<file path="src/rtl/conv_param_up.sv">
// Width up-converter: packs RATIO beats of IN_W bits into one registered OUT_W word,
// with flush of partial words and a ready/valid handshake on both sides.
module conv_param_up #(
  parameter int IN_W      = 8,
  parameter int RATIO     = 4,
  parameter int MSB_FIRST = 1,
  localparam int OUT_W    = IN_W * RATIO,
  localparam int CW       = $clog2(RATIO) + 1
) (
  input  logic             clk,
  input  logic             reset,
  input  logic             valid_in,
  input  logic [IN_W-1:0]  data_in,
  output logic             ready_in,
  input  logic             flush,
  output logic [OUT_W-1:0] data_out,
  output logic             valid_out,
  output logic [CW-1:0]    lanes_out,
  input  logic             ready_out
);

  localparam logic [CW-1:0] LAST_LANE  = CW'(RATIO - 1);
  localparam logic [CW-1:0] FULL_LANES = CW'(RATIO);

  if (IN_W < 1 || RATIO < 2 || (MSB_FIRST != 0 && MSB_FIRST != 1)) begin : g_bad_params
    $error("conv_param_up: IN_W >= 1, RATIO >= 2, MSB_FIRST in {0,1} required");
  end

  logic [CW-1:0]    cnt;
  logic [OUT_W-1:0] asm_q;
  logic [OUT_W-1:0] asm_next;
  logic             flush_pend;

  logic             load_ok;
  logic             accept;
  logic             word_done;
  logic             service;
  logic             load;
  logic [CW-1:0]    lanes_next;

  // Bit offset of lane i inside the output word.
  function automatic int lane_lsb(input int i);
    return (MSB_FIRST != 0) ? (RATIO - 1 - i) * IN_W : i * IN_W;
  endfunction

  // The output register can take a new word this cycle.
  assign load_ok = !valid_out || ready_out;

  // Block the last lane while the output is occupied, and block everything
  // while a flush waits, so the partial word being flushed stays frozen.
  assign ready_in = ((cnt != LAST_LANE) || load_ok) && !(flush_pend && !load_ok);

  assign accept     = valid_in && ready_in;
  assign word_done  = accept && (cnt == LAST_LANE);
  assign service    = (flush || flush_pend) && load_ok;
  assign load       = word_done || (service && ((cnt != '0) || accept));
  assign lanes_next = word_done ? FULL_LANES : cnt + CW'(accept);

  // NOTE: always_comb assigns a default before any conditional write, so no latch is inferred.
  always_comb begin
    asm_next = asm_q;
    if (accept) begin
      for (int i = 0; i < RATIO; i++) begin
        if (cnt == CW'(i)) begin
          asm_next[lane_lsb(i) +: IN_W] = data_in;
        end
      end
    end
  end

  // NOTE: the output data register is reset as well, since reset must clear data_out.
  always_ff @(posedge clk or posedge reset) begin
    if (reset) begin
      cnt        <= '0;
      asm_q      <= '0;
      flush_pend <= 1'b0;
      data_out   <= '0;
      valid_out  <= 1'b0;
      lanes_out  <= '0;
    end else begin
      // NOTE: non-blocking assignments so every register samples pre-edge values.
      if (load) begin
        data_out  <= asm_next;
        lanes_out <= lanes_next;
        valid_out <= 1'b1;
        cnt       <= '0;
        asm_q     <= '0;
      end else begin
        if (accept) begin
          asm_q <= asm_next;
          cnt   <= cnt + CW'(1);
        end
        if (valid_out && ready_out) begin
          valid_out <= 1'b0;
        end
      end

      if (service) begin
        flush_pend <= 1'b0;
      end else if (flush) begin
        flush_pend <= 1'b1;
      end
    end
  end

  a_cnt_range : assert property (@(posedge clk) disable iff (reset) cnt <= LAST_LANE);

  a_out_hold : assert property (@(posedge clk) disable iff (reset)
    (valid_out && !ready_out) |=> (valid_out && $stable(data_out) && $stable(lanes_out)));

endmodule
</file>
<file path="config.mk">
export PLATFORM = sky130hd
export DESIGN_NAME = conv_param_up
export DESIGN_NICKNAME = d
export VERILOG_FILES = /design/src/rtl/conv_param_up.sv
export SDC_FILE = /design/constraint.sdc
export NUM_CORES = 1
export LEC_CHECK = 0
export CAP_MARGIN = 15
export CORE_MARGIN = 1.5
export CORE_UTILIZATION = 37
export CTS_CLUSTER_DIAMETER = 40
export DETAILED_ROUTE_END_ITERATION = 7
export HOLD_SLACK_MARGIN = 0.03
export PLACE_DENSITY = 0.63
export SETUP_SLACK_MARGIN = 0.5
export SYNTH_ARGS = -nofsm -noshare
export SYNTH_HDL_FRONTEND = slang
export SYNTH_SLANG_ARGS = --single-unit
</file>
<file path="constraint.sdc">
create_clock -name clk -period 4.2 [get_ports clk]
set_input_delay 1.26 -clock clk [delete_from_list [all_inputs] [get_ports clk]]
set_output_delay 1.26 -clock clk [all_outputs]
set_load 0.05 [all_outputs]
</file>
## Word level (Yosys, flattened, before mapping)

Cells that the tools add are included.

| operators by class | value |
|---|---|
| add/sub/neg operators | 2 |
| multipliers | 0 |
| divide/modulo/power cells | 0 |
| magnitude comparators | 0 |
| equal/unequal tests | 4 |
| shift operators | 0 |
| mux-type cells | 14 |
| bitwise gates (word level) | 0 |
| reduce and logical (&&, ||, !) cells | 20 |

Operators by type and width:

| cell | count |
|---|---|
| two-way mux 32 bit | 3 |
| two-way mux 8 bit | 4 |
| two-way mux 3 bit | 3 |
| logical AND 1 bit | 7 |
| equality test 3 x 2 -> 1 bit (second input constant) | 2 |
| nonzero test 2 bit | 3 |
| logical OR 1 bit | 5 |
| two-way mux 1 bit | 4 |
| adder 3 x 1 -> 3 bit | 1 |
| adder 3 x 1 -> 3 bit (second input constant) | 1 |
| equality test 3 x 1 -> 1 bit (second input constant) | 1 |
| logical NOT 1 bit | 3 |
| logical NOT 3 bit | 1 |
| inequality test 3 x 2 -> 1 bit (second input constant) | 1 |
| nonzero test 3 bit | 1 |

| storage, ports and cells | value |
|---|---|
| bits in registers | 72 |
| bits in latches | 0 |
| RAM bits | 0 |
| bits in read-only memories | 0 |
| input bits | 13 |
| logic and storage cells | 46 |
| memories kept | 0 |

## Logic depth before layout (Yosys ltp)

Gate-level depths: netlist of the first run.

| depth | value |
|---|---|
| word-level depth | 11 |
| depth in mapped cells | 9 |
| depth with buffers taken out | 9 |

## Worst setup path before layout of the first run

Ideal clock, no wire load.

| path | value |
|---|---|
| path type | in2out |
| from | input ready_out |
| to | output ready_in |
| arrival | 2.025 ns |
| data required time | 2.940 ns |
| slack | 0.915 ns |
| stages on the path | 3 |
| buffers on the path | 1 |
| cell sequence | nor2b_1 -> buf_6 -> o21ai_0 |

| on the way | value |
|---|---|
| cells in the longest elaborated chain, start to end | 5 |
| elaborated cells between the ends (all ways) | 6 |

Ends and longest elaborated chain:

| item | line | text |
|---|---|---|
| start, declared | 19 | `input logic ready_out` |
| logical OR 1 bit * | 47 | `assign load_ok = !valid_out \|\| ready_out;` |
| logical NOT 1 bit | 51 | `assign ready_in = ((cnt != LAST_LANE) \|\| load_ok) && !(flush_pend && !load_ok);` |
| logical AND 1 bit | 51 |  |
| logical NOT 1 bit | 51 |  |
| logical AND 1 bit * | 51 |  |
| end, declared | 14 | `output logic ready_in,` |

Every way passes the cells marked *; elsewhere a longest branch is shown, timed or not.

## Final worst setup path of the first run

Ends and elaborated chain as after synthesis.

==> results.py, run 1 <==
metrics = {
    "yosys": {
        "yosysWarnings": 0,
        "synth_fp_nets": 274,
        "ys_seq_area_share_pct": 60.6,
        "synth_area_per_cell_um2": 11.7,
        "synthTopCellsByCount": "dfrtp_1, nor2_1, mux2i_1, a21oi_1, ha_1",
        "synth_top_cell_area_share_pct": 60.6,
        "synth_edf_count": 0,
        "yosys.area.top_type": "dfrtp_1",
        "ys_seq_elements": 72,
        "synth_area_leaders": "dfrtp_1, mux2i_1, nor2_1, a21oi_1, ha_1",
        "yosysMostFrequentCell": "dfrtp_1",
        "synthCells": 254,
        "async_flop_share_pct": 100,
        "syn_area_um2": 2970,
        "ys_types": 25,
        "yosys_most_used_dff": "dfrtp_1",
    },
    "clock_network": {
        "path_clk_slew_ps": 70,
        "post_cts_resize_count": 1,
        "clock_latency_ps": 330,
        "clock_path_buffers": 2,
        "clockRootBuffer": "clkbuf_8",
        "post-cts-setup-buffers": 0,
        "cts_inserted_buffers": 9,
        "htree_levels": 3,
        "holdBufCountCts": 0,
        "cts.sinks": 72,
        "cts_tree": "yes",
    },
    "timing": {
        "finalCriticalPeriod_ps": 3620,
        "finalCritPeriodShare_pct": 86.3,
        "report.final.slew_viol_count": 0,
        "worstMarginPinSlew_ps": 590,
        "whs_ps": 514,
        "setup_viol": 0,
        "clock_skew_ps": 3.41,
        "finalHoldViolations": 0,
        "relSlewSlack_pct": 60.6,
        "rsz0062_at_grt": "false",
        "finalSetupTns_ps": 0,
        "worst_slack_ps": 577,
        "fmax_mhz": 276,
    },
    "layout": {
        "n_antenna_cell": 0,
        "nets": 323,
        "areaGrowthSynthToFinish_pct": 27.4,
        "drive_above_1_share_pct": 8.77,
        "fin_cells": 410,
        "fillers": 740,
    },
    "critical_path": {
        "cp.arrival_ps": 2360,
        "path_max_fanout": 5,
        "worstReg2RegEnd": "lanes_out[2]",
        "worstPathRequired_ps": 2940,
        "crit_end": "ready_in",
        "startpoint_type": "primary input",
        "r2r_start": "cnt[0]",
        "rrSetupSlack_ps": 1930,
        "cp-startpoint": "ready_out",
        "criticalPathCategory": "primary input to output port",
        "crit_path_end_kind": "output port",
        "worstRegToRegCells": 9,
    },
    "power_and_ir_drop": {
        "clock_power_share_pct": 18.8,
        "p_sw_share_pct": 43.6,
        "p_seq_share_pct": 33.0,
        "vdd_drop_max_uv": 385,
        "p_leak_nw": 1.81,
        "combPwrFrac_pct": 48.2,
        "power.density_nw_per_um2": 882,
        "switchingPower_mw": 1.46,
        "p_int_mw": 1.88,
    },
    "place": {
        "pre_cts_ws_ps": 409,
        "hpwl_mm": 3.84,
        "port_buffers": 49,
        "dp.cells": 394,
        "globalplace.congestion": 0.753,
    },
    "floorplanning": {
        "die_h_um": 92.6,
        "initial_core_util_pct": 38.3,
        "core_area_um2": 7770,
        "die_w_um": 92.6,
        "dieArea_um2": 8580,
        "ios": 50,
        "std_cell_rows": 32,
    },
    "detailed_routing": {
        "drc_errors": 0,
        "first_pass_iters": 4,
        "vias_per_cell": 4.75,
        "wl_mm": 5.80,
        "vias": 1947,
        "wire_per_inst_um": 14.1,
        "ant_nets": 0,
        "drt_iter0_drc": 86,
    },
    "global_routing": {
        "antenna_found_initial": 0,
        "overflow": 0,
        "grt_pass1_wl_mm": 9.46,
        "grt_max_degree": 100,
        "gr-usage-all-layers_pct": 14.5,
        "grt_pass1_vias": 1929,
    },
    "flow_run": {
        "max_cap_violations": 0,
    },
    "run_status": {
        "status": "complete, no violations",
    },
    "worst_hold_path": {
        "hp-class": "register to register",
    },
}
power by group through the flow:
stage,registers [mW],logic (mW),clock network (mW)
after detailed placement,1.12,1.62,0
final,1.10,1.61,0.629
after global placement,1.12,1.60,0
after global routing,1.14,1.72,0.675
after floorplan,1.70,0.544,0
after CTS,1.11,1.63,0.645
placed cells by master (no fill, tap or decap), types with 3 or more instances in the layout:
| master | instances |
|---|---|
| a21oi_1 | 32 |
| clkbuf_8 | 12 |
| clkdlybuf4s50_1 | 48 |
| dfrtp_1 | 72 |
| ha_1 | 7 |
| inv_1 | 3 |
| mux2i_1 | 36 |
| nor2_1 | 71 |
| o2111ai_4 | 3 |
| o21ai_0 | 3 |
flip-flops by register name, summed over array words and instances (netlist names):
signal      flops
asm_q          32
cnt             3
data_out       32
flush_pend      1
lanes_out       3
valid_out       1
through the flow:
step | total power [mW] | util (%) | cell area, µm²
CTS | 3.39 | 48.8 | 3790
global placement | 2.72 | 45.7 | 3550
detailed placement | 2.74 | 45.7 | 3550
global route | 3.53 | 48.8 | 3790
floorplan | 2.25 | - | 2970
finish | 3.34 | 48.8 | 3790
kinds of logic after synthesis:
logic type	Yosys count	share of synthesized area, %
AND/OR/NAND/NOR	79	11.2
flip-flops	72	60.6
AO/OA/AOI/OAI	41	9.47
multiplexers	36	12.1
buffers and inverters	17	3.03
adder cells (fa/ha/maj)	7	2.95
XOR/XNOR	2	0.589
area by class of cell:
class | instances | area (µm²) | area share, %
tap | 102 | 128 | 3.37
clock buffer | 14 | 173 | 4.56
sequential | 72 | 1800 | 47.6
multi-input combinational | 165 | 1080 | 28.6
inverter | 4 | 15.0 | 0.396
clock inverter | 2 | 60.1 | 1.59
timing repair buffer | 51 | 528 | 13.9
worst min-delay path by stage:
stage,startpoint,end,slack [ps],depth (start not counted)
global route,asm_q[1],asm_q[1],540,2
CTS,lanes_out[2],lanes_out[2],520,2
global placement,asm_q[2],asm_q[2],500,2
finish,lanes_out[2],lanes_out[2],510,2
detailed placement,lanes_out[2],lanes_out[2],500,2
floorplan,asm_q[0],asm_q[0],480,2
layer usage:
metal	up-vias	wire [µm]	GRT usage [%]
li1	950	-	-
met1	949	2720	19.3
met2	44	2700	22.9
met3	4	331	4.52
met4	0	53	4.17
met5	-	0	0
critical path: stages:
cell and delay (ps):
clkdlybuf4s50_1 440, nor2b_2 310, o21ai_0 140, buf_4 210
(Power assumes the default switching activity.)
==> run 2, diff against run 1 <==
--- a/config.mk
+++ b/config.mk
@@ -11,8 +11,9 @@
 export CTS_CLUSTER_DIAMETER = 40
 export DETAILED_ROUTE_END_ITERATION = 7
 export HOLD_SLACK_MARGIN = 0.03
-export PLACE_DENSITY = 0.63
+export PLACE_DENSITY = 0.65
 export SETUP_SLACK_MARGIN = 0.5
+export SKIP_CTS_REPAIR_TIMING = 1
 export SYNTH_ARGS = -nofsm -noshare
 export SYNTH_HDL_FRONTEND = slang
 export SYNTH_SLANG_ARGS = --single-unit
==> constraint.sdc (replaced) <==
create_clock -name clk -period 3.32 [get_ports clk]
set_input_delay 0.996 -clock clk [delete_from_list [all_inputs] [get_ports clk]]
set_output_delay 0.996 -clock clk [all_outputs]
set_load 0.05 [all_outputs]
==> run 2 against run 1 <==
Net effect: power increased by 23%; first-iteration DRC count increased by 87%; register-to-register slack got worse by 940 ps; global-route usage increased by 0.80 points; setup slack improved by 130 ps; routed wire length increased by 1.8%; count of clock-buffer cells in the layout decreased by 2; sequential share of layout area decreased by 0.30 points; cell count increased by 1.2%; critical endpoint unchanged.
==> results.py, run 2 (synthesis results as in run 1) <==
metrics = {
    "run_status": {
        "status": "complete, no violations",
    },
    "floorplanning": {
        "core_area_um2": 7770,
        "std_cell_rows": 32,
        "ios": 50,
        "die_w_um": 92.6,
        "dieArea_um2": 8580,
        "initial_core_util_pct": 38.3,
        "die_h_um": 92.6,
    },
    "global_routing": {
        "grt_pass1_vias": 2026,
        "grt_pass1_wl_mm": 10.1,
        "gr-usage-all-layers_pct": 15.3,
        "antenna_found_initial": 0,
        "met1_usage_pct": 21.6,
        "grt.busiest_layer": "met2",
        "met3_usage_pct": 2.96,
        "overflow": 0,
        "use_met2_pct": 23.3,
        "grt_max_degree": 44,
    },
    "clock_network": {
        "cts_tree": "yes",
        "clockRootBuffer": "clkbuf_8",
        "cts.sinks": 72,
        "htree_levels": 3,
        "path_clk_slew_ps": 70,
        "cts_inserted_buffers": 9,
        "clock_path_buffers": 2,
        "clock_latency_ps": 330,
    },
    "power_and_ir_drop": {
        "vdd_drop_max_uv": 511,
        "power.density_nw_per_um2": 1080,
        "p_leak_nw": 1.83,
        "finalPower_mw": 4.11,
    },
    "critical_path": {
        "critPathMaxStageDelay_ps": 440,
        "cp-startpoint": "cnt[2]",
        "path_max_fanout": 4,
        "cp.arrival_ps": 1610,
        "crit_path_end_kind": "output port",
        "startpoint_type": "register",
        "criticalPathCategory": "register to output port",
        "worstPathRequired_ps": 2320,
        "crit_chain": "inv_1, ha_1, o21ai_2, buf_6",
        "r2r_start": "cnt[2]",
        "critPathSlowestCell": "dfrtp_1",
    },
    "layout": {
        "final_common_cell": "dfrtp_1",
        "nets": 329,
        "n_antenna_cell": 0,
        "layout_common_cells": "dfrtp_1, nor2_1, clkdlybuf4s50_1",
        "fin_cells": 415,
        "areaGrowthSynthToFinish_pct": 28.2,
        "top_regs": "asm_q x32, data_out x32",
        "post-route-util_pct": 49.1,
        "fillers": 730,
        "drive_above_1_share_pct": 10.9,
    },
    "timing": {
        "worstMarginPinSlew_ps": 663,
        "rsz0062_at_grt": "false",
        "clock_skew_ps": 9.29,
        "finalHoldViolations": 0,
        "finalCritPeriodShare_pct": 78.6,
        "finalCriticalPeriod_ps": 2610,
        "relSlewSlack_pct": 55.7,
        "fmax_mhz": 383,
        "finalSetupTns_ps": 0,
        "report.final.slew_viol_count": 0,
        "setup_viol": 0,
    },
    "detailed_routing": {
        "drt_iter0_drc": 161,
        "first_pass_iters": 4,
        "wl_mm": 5.90,
        "vias_per_cell": 4.84,
        "wire_per_inst_um": 14.2,
        "vias": 2007,
        "ant_nets": 0,
        "drc_errors": 0,
    },
    "place": {
        "hpwl_mm": 4.11,
        "globalplace.congestion": 0.757,
        "port_buffers": 49,
        "dp.cells": 399,
    },
    "worst_hold_path": {
        "hp-class": "register to register",
        "min-delay-start": "asm_q[27]",
    },
    "flow_run": {
        "max_cap_violations": 0,
    },
}
## run 2: changes by cell type in the layout (fill, tap and decap cells not counted), moves of 2 or more
cell and change:
bufinv_16 -2, buf_4 +3, buf_12 +2, clkinv_2 +2, clkinvlp_4 +2
## run 2: through the flow
step	hold WS [ps]	instance area (µm²)	setup WS [ps]
4_1_cts	526	3790	459
5_1_grt	545	3810	583
2_1_floorplan	481	2980	684
6_report	517	3810	711
3_5_place_dp	509	3620	406
3_3_place_gp	497	3620	478
## run 2: path summary, 6_finish.rpt
path	cells after the start	to	slack, ps
max in group asynchronous	3	asm_q[28]	1580
worst max-delay path	4	ready_in	710
worst min register to register	2	asm_q[27]	520
min in group asynchronous	2	lanes_out[2]	1100
worst min-delay path	2	asm_q[27]	520
worst max register to register	9	lanes_out[2]	990
## run 2: layout make-up
cell class                 count  area (µm²)  share of cell area [%]
sequential                    72        1800                    47.3
inverter                       4        18.8                   0.492
tap                          102         128                    3.35
clock inverter                 3        17.5                   0.459
multi-input combinational    165        1090                    28.5
clock buffer                  12         155                    4.07
timing repair buffer          57         604                    15.9
## run 2: worst max-delay path, delay by kind of cell (launching register included)
kind | cells | cell delay (ps)
DFF | 1 | 440
buffers and inverters | 2 | 350
adders and majority gates | 1 | 320
AOI/OAI and AO/OA | 1 | 170
## run 2: routing by layer
| metal | part of all wire [%] | vias up |
|---|---|---|
| met1 | 48 | 1000 |
| li1 | - | 960 |
| met5 | 0 | - |
| met3 | 3.3 | 10 |
| met2 | 47 | 37 |
| met4 | 1.4 | 0 |
## run 2: power breakdown
group          switching (mW)  total (mW)  internal [mW]
clock network           0.301       0.607          0.306
registers               0.186        1.40           1.22
logic                    1.37        2.10          0.726
total                    1.86        4.11           2.25
